[src/rtl/serial_sub_pkg.sv]
// serial_sub_pkg: constants shared by the bit-serial subtractor.
//   DEFAULT_WIDTH     default operand/result width
//   ST_IDLE/ST_SUB/ST_DONE  controller state encoding
package serial_sub_pkg;

    localparam int unsigned DEFAULT_WIDTH = 8;

    localparam logic [1:0] ST_IDLE = 2'd0;
    localparam logic [1:0] ST_SUB  = 2'd1;
    localparam logic [1:0] ST_DONE = 2'd2;

endpackage : serial_sub_pkg

[src/rtl/serial_sub_full_sub.sv]
// full_sub: 1-bit full subtractor, computes a - b - c.
//   a  minuend bit        b  subtrahend bit     c  borrow in
//   x  difference bit     y  borrow out
module full_sub (
    input  logic a,
    input  logic b,
    input  logic c,
    output logic x,
    output logic y
);

    assign x = a ^ b ^ c;
    // Borrow out when b exceeds a, or when they are equal and a borrow is pending.
    assign y = (~a & b) | (~(a ^ b) & c);

endmodule : full_sub

[src/rtl/serial_sub.sv]
// serial_sub: bit-serial subtractor, diff = (a - b) mod 2^WIDTH, LSB first.
//   clk    rising-edge clock          rst_n  async active-low reset
//   start  request, sampled in IDLE   a, b   operands, captured on accept
//   busy   high while bits compute    done   one-cycle completion pulse
//   diff   result, held until next accept
//   bout   final borrow (a < b unsigned)
module serial_sub
    import serial_sub_pkg::*;
#(
    parameter int unsigned WIDTH = DEFAULT_WIDTH
) (
    input  logic             clk,
    input  logic             rst_n,
    input  logic             start,
    input  logic [WIDTH-1:0] a,
    input  logic [WIDTH-1:0] b,
    output logic             busy,
    output logic             done,
    output logic [WIDTH-1:0] diff,
    output logic             bout
);

    // Counter must hold the value WIDTH without wrapping.
    localparam int unsigned CW = $clog2(WIDTH + 1);

    generate
        if (WIDTH < 2 || WIDTH > 32) begin : g_bad_width
            $error("serial_sub: WIDTH must be in 2..32");
        end
    endgenerate

    logic [1:0]       state_q, state_d;
    logic [WIDTH-1:0] a_q, a_d;
    logic [WIDTH-1:0] b_q, b_d;
    logic             br_q, br_d;
    logic [CW-1:0]    cnt_q, cnt_d;
    logic             busy_q, busy_d;
    logic             done_q, done_d;
    logic [WIDTH-1:0] diff_q, diff_d;
    logic             bout_q, bout_d;

    logic             bit_c;
    logic             br_next_c;

    // Single shared arithmetic cell fed by the operand LSBs.
    full_sub u_full_sub (
        .a (a_q[0]),
        .b (b_q[0]),
        .c (br_q),
        .x (bit_c),
        .y (br_next_c)
    );

    // State and datapath registers.
    always_ff @(posedge clk or negedge rst_n) begin
        if (!rst_n) begin
            state_q <= ST_IDLE;
            a_q     <= '0;
            b_q     <= '0;
            br_q    <= 1'b0;
            cnt_q   <= '0;
            busy_q  <= 1'b0;
            done_q  <= 1'b0;
            diff_q  <= '0;
            bout_q  <= 1'b0;
        end else begin
            state_q <= state_d;
            a_q     <= a_d;
            b_q     <= b_d;
            br_q    <= br_d;
            cnt_q   <= cnt_d;
            busy_q  <= busy_d;
            done_q  <= done_d;
            diff_q  <= diff_d;
            bout_q  <= bout_d;
        end
    end

    // Next-state and registered-output logic.
    always_comb begin
        state_d = state_q;
        a_d     = a_q;
        b_d     = b_q;
        br_d    = br_q;
        cnt_d   = cnt_q;
        busy_d  = busy_q;
        done_d  = 1'b0;
        diff_d  = diff_q;
        bout_d  = bout_q;

        case (state_q)
            ST_IDLE: begin
                busy_d = 1'b0;
                if (start) begin
                    state_d = ST_SUB;
                    a_d     = a;
                    b_d     = b;
                    br_d    = 1'b0;
                    cnt_d   = '0;
                    diff_d  = '0;
                    busy_d  = 1'b1;
                end
            end
            ST_SUB: begin
                // Result bits enter at the MSB so bit 0 lands at diff[0] after WIDTH shifts.
                diff_d = {bit_c, diff_q[WIDTH-1:1]};
                a_d    = a_q >> 1;
                b_d    = b_q >> 1;
                br_d   = br_next_c;
                cnt_d  = cnt_q + CW'(1);
                if (cnt_q == CW'(WIDTH - 1)) begin
                    state_d = ST_DONE;
                    busy_d  = 1'b0;
                    done_d  = 1'b1;
                    bout_d  = br_next_c;
                end
            end
            ST_DONE: begin
                state_d = ST_IDLE;
                busy_d  = 1'b0;
            end
            default: begin
                state_d = ST_IDLE;
                busy_d  = 1'b0;
            end
        endcase
    end

    assign busy = busy_q;
    assign done = done_q;
    assign diff = diff_q;
    assign bout = bout_q;

endmodule : serial_sub

[config.mk]
export PLATFORM = sky130hd
export DESIGN_NAME = serial_sub
export DESIGN_NICKNAME = d
export VERILOG_FILES = /design/src/rtl/serial_sub_pkg.sv /design/src/rtl/serial_sub_full_sub.sv /design/src/rtl/serial_sub.sv
export SDC_FILE = /design/constraint.sdc
export NUM_CORES = 1
export LEC_CHECK = 0
export BUFFER_PORTS_ARGS = -buffer_cell sky130_fd_sc_hd__buf_2
export CORE_MARGIN = 3
export CORE_UTILIZATION = 53
export DETAILED_ROUTE_END_ITERATION = 10
export PLACE_DENSITY = 0.78
export SLEW_MARGIN = 10
export SYNTH_ARGS = -nofsm -noshare
export SYNTH_HDL_FRONTEND = slang
export SYNTH_SLANG_ARGS = --single-unit
[constraint.sdc]
create_clock -name clk -period 1.9 [get_ports clk]
set_clock_uncertainty 0.1 [all_clocks]
set_input_delay 0.095 -clock clk [delete_from_list [all_inputs] [get_ports clk]]
set_output_delay 0.095 -clock clk [all_outputs]
set_load 0.03 [all_outputs]
Word level (Yosys, flattened, before mapping)
Index checks and enable logic that the tools add are counted.
{"block": "totals", "regBits": 34, "out_inout_bits": 11}
{"block": "op_classes", "add_sub_neg": 1, "n_eq_ne": 4, "muxes": 18, "bitwise_logic": 7, "n_reduce_logical": 5}
{"operator": "$pmux W8 S2", "count": 3}
{"operator": "$mux W8", "count": 3}
{"operator": "$pmux W4 S2", "count": 1}
{"operator": "$reduce_and A2 Y1", "count": 3}
{"operator": "$mux W1", "count": 5}
{"operator": "$add A4 B1 Y4 const B", "count": 1}
{"operator": "$eq A4 B3 Y1 const B", "count": 1}
{"operator": "$mux W2", "count": 2}
{"operator": "$mux W4", "count": 1}
{"operator": "$ne A2 B2 Y1 const B", "count": 2}
{"operator": "$pmux W1 S2", "count": 2}
{"operator": "$pmux W2 S2", "count": 1}
{"operator": "$and A1 B1 Y1", "count": 2}
{"operator": "$eq A2 B1 Y1 const B", "count": 1}
{"operator": "$logic_not A2 Y1", "count": 1}
{"operator": "$not A1 Y1", "count": 2}
{"operator": "$reduce_bool A2 Y1", "count": 1}
{"operator": "$xor A1 B1 Y1", "count": 2}
{"operator": "$or A1 B1 Y1", "count": 1}

Logic depth before layout (Yosys ltp)
Gate-level depths: netlist (run 1).
{"block": "logic_depth", "ltp_word": 5, "depth_mapped": 5, "ltp_nobuf": 4}

Cells and area by module
From an unflattened synthesis (run 1), not the netlist that was laid out.
{"block": "unflattened", "cells_unflattened": 146, "area_unflattened_um2": 1511.4}
{"module": "serial_sub", "instances": 1, "cells_per_inst": 142, "area_each_um2": 1480.2}
{"module": "full_sub", "instances": 1, "cells_per_inst": 4, "area_each_um2": 31.3}

Least setup slack after synthesis (run 1)
No wires, ideal clock.
{"block": "synth_timing", "kind": "register -> register", "from": "reg state_q[1]", "to": "reg a_q[0]", "setup_ps": 121, "t_arrival_ps": 1175, "slack_ps": 505, "stages_incl_launch_ff": 6, "period_less_slack_ps": 1395, "cell_sequence": "dfrtp_1 > or3b_1 > buf_2 > buf_6 > o22ai_1 > nor2_1"}
{"block": "synth_via", "elab_chain_len": 3, "elab_cells_between_ends": 6}
{"item": "start, declared", "line_no": "serial_sub.sv:32", "rtl": "logic [1:0] state_q, state_d;"}
{"item": "start signal, assigned", "line_no": "serial_sub.sv:67", "rtl": "state_q <= state_d;"}
{"item": "$eq A2 B1 Y1 / $logic_not A2 Y1 (equally long branches)", "line_no": "serial_sub.sv:91", "rtl": "case (state_q)"}
{"item": "$reduce_bool A2 Y1 (no line) / $ne A2 B2 Y1 (equally long branches)"}
{"item": "$reduce_and A2 Y1 (no line)"}
{"item": "end signal, assigned", "line_no": "serial_sub.sv:58", "rtl": "a_q <= '0;"}
{"item": "end signal, assigned", "line_no": "serial_sub.sv:68", "rtl": "a_q <= a_d;"}
{"item": "end, declared", "line_no": "serial_sub.sv:33", "rtl": "logic [WIDTH-1:0] a_q, a_d;"}
Several ways; a longest one is shown, not always the timed one.
A chain may end at the register's enable or synchronous reset.

Worst setup path in the final report (run 1)
{"block": "layout_timing", "from": "reg state_q[1]", "to": "reg b_q[2]"}
{"block": "layout_via", "elab_chain_len": 3, "elab_cells_between_ends": 6}
{"item": "$eq A2 B1 Y1 / $logic_not A2 Y1 (equally long branches)", "line_no": "serial_sub.sv:91"}
{"item": "$reduce_bool A2 Y1 (no line) / $ne A2 B2 Y1 (equally long branches)"}
{"item": "$reduce_and A2 Y1 (no line)"}
{"item": "end signal, assigned", "line_no": "serial_sub.sv:59", "rtl": "b_q <= '0;"}
{"item": "end signal, assigned", "line_no": "serial_sub.sv:69", "rtl": "b_q <= b_d;"}
{"item": "end, declared", "line_no": "serial_sub.sv:34", "rtl": "logic [WIDTH-1:0] b_q, b_d;"}
Several ways; a longest one is shown, not always the timed one.

==> results of run 1 <==
==> repair_timing <==
action                     CTS  global route
hold endpoints to repair    50             0
hold buffers                17             0
setup endpoints to repair    0             0
==> cell families (layout without fill, tap and decap cells) <==
logic type | after synthesis | count (layout) | share of synthesized area, %
AO/OA/AOI/OAI | 23 | 23 | 10.1
adder cells (fa/ha/maj) | 2 | 2 | 2.28
buffers and inverters | 12 | 58 | 5.17
flip-flops | 34 | 34 | 59.5
multiplexers | 1 | 1 | 0.701
AND/OR/NAND/NOR | 74 | 74 | 22.2
==> cell usage after synthesis <==
library cell	n	share of area, %
a21oi_1	2	0.70
a31oi_1	1	0.44
and2b_2	1	0.61
buf_2	5	1.8
buf_6	3	2.4
clkbuf_1	2	0.53
dfrtp_1	34	60
fa_1	1	1.4
ha_1	1	0.88
inv_1	2	0.53
mux2i_1	1	0.70
nand2_1	26	6.8
nand2b_1	1	0.44
nand3_1	14	4.9
nand3b_1	1	0.53
nand4_1	1	0.44
nor2_1	28	7.4
nor3b_1	1	0.53
o21a_1	1	0.53
o21ai_0	3	1.1
o21ba_2	1	0.70
o22ai_1	14	6.1
o31ai_1	1	0.53
or3b_1	1	0.61
==> layout make-up <==
cell class	count	area (um2)	share of cell area, %
Multi-Input combinational cell	100	504	28.1
Sequential cell	34	851	47.4
Tap cell	30	37.5	2.09
Clock buffer	6	51.3	2.86
Inverter	2	7.51	0.418
Timing Repair Buffer	50	345	19.2
==> routing by layer <==
metal / vias up / global-route usage (%)
li1: 587 / -
met1: 562 / 23.8
met2: 27 / 35.5
met3: 4 / 5.79
met4: 0 / 6.95
met5: - / 0
==> registers in the layout, summed over array words and instances (netlist names) <==
signal and flops:
cnt_q 4, state_q 2, busy 1, b_q 8
bout 1, a_q 8, diff 8, done 1
br_q 1
==> power groups by stage <==
stage | combinational (mW) | sequential [mW] | clock [mW]
floorplan | 0.803 | 1.43 | 0
global placement | 1.22 | 1.26 | 0
detailed placement | 1.27 | 1.27 | 0
CTS | 1.30 | 1.26 | 0.396
global route | 1.47 | 1.31 | 0.424
finish | 1.29 | 1.26 | 0.383
==> worst paths after layout <==
kind                            slack (ns)       start  endpoint  cells past startpoint
max in group asynchronous             0.97       rst_n    a_q[5]                      2
worst max-delay path                  0.44  state_q[1]    b_q[2]                      4
worst min register to register        0.37    cnt_q[3]  cnt_q[3]                      1
worst max register to register        0.44  state_q[1]    b_q[2]                      4
worst min-delay path                  0.08       start    a_q[7]                      4
min in group asynchronous             0.25       rst_n    b_q[3]                      2
==> critical path, delay by kind of cell, from the launching register on <==
kind            cells  cell delay, ns
buf+inv             1            0.21
compound gates      1            0.18
simple gates        2            0.46
flops               1            0.41
==> summary.md, run 1 <==
| Metric | Value |
|---|---|
| Routed met3 length | 148 um |
| YS warnings | 0 |
| DRC viols | 0 |
| Area growth syn-to-layout | 25.7% |
| Final setup viols | 0 |
| Global route total overflow | 0 |
| CTS clk-pin slew, worst paths | 0.09 ns |
| Clock Latency Late Sink | approximately 0.32 ns |
| Critical Path Max Stage Delay | 0.41 ns |
| Final Cycle Share | 76.9% |
| Final worst slack | 0.439 ns |
| First-pass GRT wire length | between 5000 and 6000 um |
| Endpoint class of the critical path | flop |
| Gr usage total | between 20% and 30% |
| First drt pass iteration count | 4 |
| Die span in x | slightly below 60 um |
| Fin area | between 1500 and 2000 um2 |
| Initial Util | 56.6% |
| Pwr Density | 1630 nW/um2 |
| Clock period minus worst slack | 1.46 ns |
| Fin util | between 70% and 80% |
| Largest net degree at the start of global routing | 35 |
| Fmax | 0.684 GHz |
| CTS sink count | 34 |
| CTS Root Cell | clkbuf_4 |
| Critical path launch point type | flop |
| Initial DRC Count | 26 |
| Final Hold Viols | 0 |
| Syn_area_per_cell | 9.79 um2 |
| Post-layout power | between 2 and 3 mW |
| Place WS | 0.479 ns |
| Total CTS buffers | 5 |
| Fillers | roughly 200 |
| Logic pwr share | 44.1% |
| Sw Share | 41.6% |
| Nets | ~210 |
| Post-CTS Setup Bufs | 0 |
| Die H | 57.9 um |
| Metal-1 WL | between 1000 and 1500 um |
| Peak supply drop | 1.04 mV |
| Met2 wire len | 1520 um |
| H-tree depth | 2 |
| Yosys cell types | 24 |
| Max Slew Vio Count | 0 |
| Clock network fraction of total power | a little over an eighth |
| DP Cell Count | 199 |
| Antenna Violating Nets Remaining | 0 |
| Total die area | 3350 um2 |
| Core area | 2520 um2 |
| Critical-path cell list | or3b_1, buf_4, o22ai_1, nor2_1 |
| Routed len/inst | roughly 13 um |
| Worst Hold Class | input pin to flop |
| Port Buf Inserts | 29 |
| CTS tree | built |
| Routed vias | 1180 |
| Dpl hpwl | 1820 um |
| Yosys reg bits | 34 |
| Critical-path top delay cell | dfrtp_1 |
| Pint | approximately 1.7 mW |
| DR vias/cell | about 5.3 |
| Maximum clock path buffer count | 2 |
| Most common cell after layout, fill and taps aside | dfrtp_1 |
| Fraction of layout cells with a size suffix above 1 | 21.4% |
| Setup tns final | 0 ns |
| Hold WS | 0.0826 ns |
| Placed Instance Area | 1580 um2 |
| Run status | finished, final reports clean |
| Rows | 18 |
| Max Used Layer | met4 |
| CP max FO | 17 |
| Number of global-route vias before repair | 1225 |
| CP required | 2.02 ns |
| Ant diodes | 0 |
| RSZ-0062 raised after global routing | false |
| Register share of total power | 42.9% |
| Synthesized cell area | 1430 um2 |
| Fin cells | 222 |
| Psw | around 1.2 mW |
| Synthesized instance count | 146 |
| Initial antenna violation count | 0 |
| WP data arrival | 1.58 ns |
| Syn Nets | 167 |
| Post-CTS Resized | 0 |
| Worst Tran Pin Value | ~0.72 ns |
| Leakage power | 0.903 nW |
| Boundary Pins | 30 |
| Max-Cap Viols | 0 |
| Register area share after synthesis | 59.5% |
| Slew headroom | 51.7% |
| GP Congestion | just over 0.7 |
| Most frequent cells in the layout | dfrtp_1, buf_2, nor2_1 |
| Setup Crit Path Kind | flop to flop |
| Routed wire length | 2870 um |
(Power assumes the default switching activity.)
==> run 2: changes to the inputs <==
CORE_UTILIZATION = 47   (was 53)
PLACE_DENSITY = 0.73   (was 0.78)
clock period = 1.2 ns   (was 1.9 ns; I/O delays follow)
==> run 2 against run 1 <==
  * The flow now finishes with violations (setup timing)
  * Sequential cell count stayed put
  * Count of clock-buffer cells in the layout stayed put
  * Via count is 8.1% higher
  * Register-to-register slack worse by 0.63 ns
  * Non-clock buffer count is 16 higher
  * Largest cell class unchanged
  * Highest routed layer unchanged
==> summary.md, run 2 (same netlist as run 1, synthesis figures left out) <==
| Metric | Value |
|---|---|
| Total die area | 3740 um2 (+11%) |
| First-pass GRT wire length | 5510 um (+6.7%) |
| GP Congestion | 0.733 (+1.8%) |
| CTS Root Cell | clkbuf_4 |
| Port Buf Inserts | 29 (unchanged) |
| Boundary Pins | 30 (unchanged) |
| Routed met3 length | 195 um (+32%) |
| Total CTS buffers | 5 (unchanged) |
| Final Hold Viols | 0 (unchanged) |
| Worst Tran Pin Value | 0.425 ns (-0.300 ns) |
| First drt pass iteration count | 4 (unchanged) |
| Area growth syn-to-layout | 51.8% |
| CP max FO | 9 (-8) |
| Routed wire length | 3690 um (+29%) |
| Hold WS | 0.0200 ns (-0.0626 ns) |
| DP Cell Count | 212 (+6.5%) |
| Most frequent cells in the layout | dfrtp_1, buf_2, nor2_1 |
| Dpl hpwl | 2090 um (+15%) |
| Core area | 2830 um2 (+12%) |
| Final setup viols | 33 (+33) |
| Antenna Violating Nets Remaining | 0 (unchanged) |
| Fraction of layout cells with a size suffix above 1 | 39.0% (+18 points) |
| Initial DRC Count | 80 (+210%) |
| Max-Cap Viols | 0 (unchanged) |
| Worst Hold Class | input pin to flop |
| RSZ-0062 raised after global routing | true |
| DRC viols | 0 (unchanged) |
| Fillers | 187 (-7.0%) |
| Hold endpoint | a_q[7] |
| R2r endpoint | b_q[4] |
| Routed len/inst | 15.3 um (+19%) |
| DR vias/cell | 5.29 (-0.39%) |
| Met2 wire len | 1920 um (+26%) |
| Gr usage total | 20.4% (+0.14 points) |
| Initial Util | 50.5% (-6.1 points) |
| CP required | 1.33 ns (-0.69 ns) |
| Endpoint class of the critical path | flop |
| Reg2reg start | state_q[1] |
| Leakage power | 1.07 nW (+18%) |
| Critical path launch point type | flop |
| Max Used Layer | met4 |
| Slew headroom | 71.7% (+20 points) |
| Rows | 19 (+1) |
| Final worst slack | -0.195 ns (-0.634 ns) |
| Final Cycle Share | 116% (+39 points) |
| Critical-path cell list | or3b_4, buf_6, o22ai_1, nor2_1 |
| Fin util | 76.7% (+5.5 points) |
| Fin cells | 241 (+8.6%) |
| Failing checks | setup timing |
| Cell count of the worst reg-to-reg path | 4 (unchanged) |
| Setup Crit Path Kind | flop to flop |
| Fmax | 0.717 GHz (+4.7%) |
| Critical-path top delay cell | or3b_4 |
| Run status | finished with violations |
| Metal-1 WL | 1520 um (+30%) |
| Clock Latency Late Sink | 0.33 ns (about the same) |
| Setup tns final | -4.78 ns (-4.78 ns) |
| Pwr Density | 2810 nW/um2 (+72%) |
| Initial antenna violation count | 0 (unchanged) |
| Maximum clock path buffer count | 2 (unchanged) |
| Die span in x | 61.1 um (+5.6%) |
| CTS clk-pin slew, worst paths | 0.10 ns (about the same) |
| Nets | 230 (+7.5%) |
| CP Buf/Inv Count | 1 (unchanged) |
| Routed vias | 1276 (+8.1%) |
| Max Slew Vio Count | 0 (unchanged) |
| Largest net degree at the start of global routing | 35 (unchanged) |
| R2r setup slk | -0.20 ns (-0.63 ns) |
| Most common cell after layout, fill and taps aside | dfrtp_1 |
| Delay-heaviest family, CP | simple AND/OR/NAND/NOR gates |
| CTS sink count | 34 (unchanged) |
| H-tree depth | 2 (unchanged) |
| Ant diodes | 0 (unchanged) |
| Clock period minus worst slack | 1.40 ns (-0.0661 ns) |
| Number of global-route vias before repair | 1270 (+3.7%) |
| Peak supply drop | 2.08 mV (+100%) |
| WP data arrival | 1.53 ns (-0.05 ns) |
| Hold path start | start |
| Place WS | -0.216 ns (-0.694 ns) |
| WHS Path Cells | 4 (unchanged) |
| CTS tree | built |
| Critical Path Max Stage Delay | 0.45 ns (+0.04 ns) |
| Die H | 61.1 um (+5.6%) |
| Global route total overflow | 0 (unchanged) |
[run 2: where the power goes]
part | internal, mW | switching, mW
Sequential | 1.68 | 0.388
Combinational | 1.35 | 1.58
Clock | 0.706 | 0.384
Total | 3.74 | 2.35
[run 2: final cells by class]
class | instances | area, um2 | share of cell area, %
Clock buffer | 6 | 51.3 | 2.36
Clock inverter | 2 | 60.1 | 2.77
Inverter | 2 | 7.51 | 0.346
Multi-Input combinational cell | 100 | 637 | 29.4
Sequential cell | 34 | 851 | 39.2
Tap cell | 31 | 38.8 | 1.79
Timing Repair Buffer | 66 | 524 | 24.2
[run 2: how the worst max path moves through the flow]
| stage | startpoint | endpoint | slack [ns] | cells past startpoint |
|---|---|---|---|---|
| detailed placement | state_q[1] | b_q[0] | -0.22 | 4 |
| global placement | state_q[0] | b_q[0] | -0.16 | 4 |
| global route | state_q[0] | b_q[6] | -0.23 | 4 |
| finish | state_q[1] | b_q[4] | -0.20 | 4 |
| floorplan | state_q[0] | a_q[6] | -0.18 | 5 |
| CTS | state_q[0] | b_q[4] | -0.17 | 4 |
[run 2: per-layer routing]
metal / vias to the layer above / global-route usage (%)
li1: 615 / -
met1: 620 / 24.5
met2: 35 / 34.7
met3: 6 / 6.71
met4: 0 / 6.50
met5: - / 0
[run 2: worst min-delay path: stages]
cell and delay, ns:
buf_2 0.11, nor3b_1 0.15, nand2_1 0.06, nand2_1 0.05
[run 2: metrics by stage]
step	power (mW)	cell area [um2]
floorplan	3.64	1470
global placement	4.36	1720
detailed placement	4.48	1720
CTS	5.80	2060
global route	6.54	2170
finish	6.09	2170
[run 2: repair_timing]
action	in CTS	in global routing
hold endpoints to repair	50	0
resized for setup	10	21
hold buffers	17	0
buffers inserted	1	0
pin swaps	4	3
endpoints found under the setup margin	34	34
gates cloned	3	0
==> run 3: changes to the inputs <==
CTS_CLUSTER_DIAMETER = 80   (was default)
REMOVE_ABC_BUFFERS = 1   (was default)
==> run 3 against run 2 <==
  * Register-to-register slack got worse by 0.04 ns
  * Count of clock-buffer cells in the layout rose by 1
  * Core utilization rose by 4.7 points
  * Final cell count did not move
  * Worst hold slack improved by 0.0046 ns
  * Power rose by 4.7%
  * Critical path type unchanged
  * The run still ends with setup timing left
  * Sequential share of layout area fell by 2.3 points
==> summary.md, run 3 (same netlist as run 1, synthesis figures left out) <==
| Metric | Value |
|---|---|
| First drt pass iteration count | 5 (+1) |
| Most common cell after layout, fill and taps aside | dfrtp_1 |
| Hold path start | start |
| Delay-heaviest family, CP | simple AND/OR/NAND/NOR gates |
| Endpoint class of the critical path | flop |
| Setup Crit Path Kind | flop to flop |
| Setup tns final | -5.74 ns (-0.967 ns) |
| Crit path capture | a_q[0] |
| Slew headroom | 72.5% (+0.80 points) |
| H-tree depth | 2 (unchanged) |
| Start point of the critical path | state_q[1] |
| Critical path launch point type | flop |
| Fraction of layout cells with a size suffix above 1 | 48.1% (+9.0 points) |
| Max-Cap Viols | 0 (unchanged) |
| Global route total overflow | 0 (unchanged) |
| GP Congestion | 0.771 (+5.2%) |
| CTS clk-pin slew, worst paths | 0.11 ns (about the same) |
| CP Buf/Inv Count | 1 (unchanged) |
| Die H | 61.1 um (unchanged) |
| Die span in x | 61.1 um (unchanged) |
| Worst Tran Pin Value | 0.413 ns (-0.0120 ns) |
| Clock period minus worst slack | 1.43 ns (+0.0364 ns) |
| Reg2reg start | state_q[1] |
| Post-layout power | 6.38 mW (+4.7%) |
| Initial DRC Count | 106 (+33%) |
| First-pass GRT wire length | 6330 um (+15%) |
| Leakage power | 1.09 nW (+2.3%) |
| Critical Path Max Stage Delay | 0.48 ns (+0.03 ns) |
| Initial antenna violation count | 0 (unchanged) |
| DR vias/cell | 5.56 (+4.9%) |
| Ant diodes | 0 (unchanged) |
| CTS Root Cell | clkbuf_4 |
| R2r setup slk | -0.23 ns (-0.04 ns) |
| Largest net degree at the start of global routing | 19 (-46%) |
| Run status | finished with violations |
| CP required | 1.32 ns (about the same) |
| Fmax | 0.699 GHz (-2.5%) |
| Peak supply drop | 1.35 mV (-35%) |
| Number of global-route vias before repair | 1368 (+7.7%) |
| Critical-path cell list | or3b_4, buf_8, o22ai_4, nor2_2 |
| Area growth syn-to-layout | 61.2% |
| Max Slew Vio Count | 0 (unchanged) |
| Maximum clock path buffer count | 2 (unchanged) |
| Critical-path top delay cell | or3b_4 |
| Antenna Violating Nets Remaining | 0 (unchanged) |
| Final Hold Viols | 0 (unchanged) |
| Routed len/inst | 17.1 um (+11%) |
| Clock Latency Late Sink | 0.33 ns (about the same) |
| Worst Hold Class | input pin to flop |
| R2r endpoint | a_q[0] |
| CP max FO | 8 (-1) |
| Core area | 2830 um2 (unchanged) |
| WP data arrival | 1.55 ns (+0.02 ns) |
| Final worst slack | -0.232 ns (-0.0364 ns) |
| Fillers | 151 (-19%) |
| Total die area | 3740 um2 (unchanged) |
| WHS Path Cells | 4 (unchanged) |
| CTS sink count | 34 (unchanged) |
| Final setup viols | 32 (-3.0%) |
| Worst path depth | 4 (unchanged) |
| Failing checks | setup timing |
| Place WS | -0.188 ns (+0.0281 ns) |
| Rows | 19 (unchanged) |
| Dpl hpwl | 1990 um (-4.4%) |
| DRC viols | 0 (unchanged) |
| Boundary Pins | 30 (unchanged) |
| CTS tree | built |
| Pwr Density | 2770 nW/um2 (-1.4%) |
| Fin util | 81.4% (+4.7 points) |
| Routed vias | 1339 (+4.9%) |
| Routed wire length | 4110 um (+11%) |
| RSZ-0062 raised after global routing | true |
| Port Buf Inserts | 29 (unchanged) |
| Nets | 230 (unchanged) |
| Cell count of the worst reg-to-reg path | 4 (unchanged) |
| Total CTS buffers | 5 (unchanged) |
| Gr usage total | 23.3% (+2.9 points) |
| Most frequent cells in the layout | dfrtp_1, buf_2, nor2_1 |
| Final Cycle Share | 119% (+3.0 points) |
| Initial Util | 50.5% (unchanged) |
## run 3: area by class of cell
cell class                 instances  area (um2)  share of cell area (%)
inverter                           2        7.51                   0.326
timing repair buffer              66         591                    25.6
clock inverter                     1        5.00                   0.217
tap                               31        38.8                    1.68
sequential                        34         851                    36.9
multi-input combinational        100         756                    32.8
clock buffer                       7        55.1                    2.39
## run 3: worst register-to-register path: stages (launching register included)
cell	delay [ns]
dfrtp_1	0.40
or3b_4	0.48
buf_8	0.18
o22ai_4	0.12
nor2_2	0.05
## run 3: timing repair
| action | in CTS | in global routing |
|---|---|---|
| gates resized for setup | 44 | 19 |
| gates cloned | 4 | 0 |
| setup endpoints to repair | 32 | 34 |
| pin swaps | 41 | 14 |
| endpoints found under the hold margin | 50 | 0 |
| hold buffers | 17 | 0 |
| setup buffers | 2 | 1 |
## run 3: how the worst min path moves through the flow
stage / endpoint / slack, ns
5_1_grt: a_q[7] / 0.05
3_5_place_dp: diff[0] / -0.08
3_3_place_gp: diff[1] / -0.09
6_report: a_q[7] / 0.02
4_1_cts: a_q[7] / 0.01
2_1_floorplan: a_q[0] / -0.34
## run 3: power by group
part | total, mW | switching [mW] | internal [mW]
Clock | 0.667 | 0.383 | 0.284
Sequential | 2.14 | 0.455 | 1.68
Combinational | 3.58 | 1.88 | 1.70
## run 3: per-stage QoR
step           hold slack (ns)  cells  instance area [um2]
5_1_grt                 0.0541    241                 2300
4_1_cts                 0.0110    240                 2210
3_5_place_dp           -0.0844    209                 1680
3_3_place_gp           -0.0933    209                 1680
6_report                0.0247    241                 2300
2_1_floorplan           -0.336    136                 1360
## run 3: metal layers
| metal | track usage (%) | routed length (um) | up-vias |
|---|---|---|---|
| met5 | 0 | 0 | - |
| met4 | 9.60 | 48 | 0 |
| met3 | 5.03 | 194 | 4 |
| met2 | 38.2 | 2160 | 53 |
| met1 | 30.0 | 1710 | 661 |
| li1 | - | - | 621 |
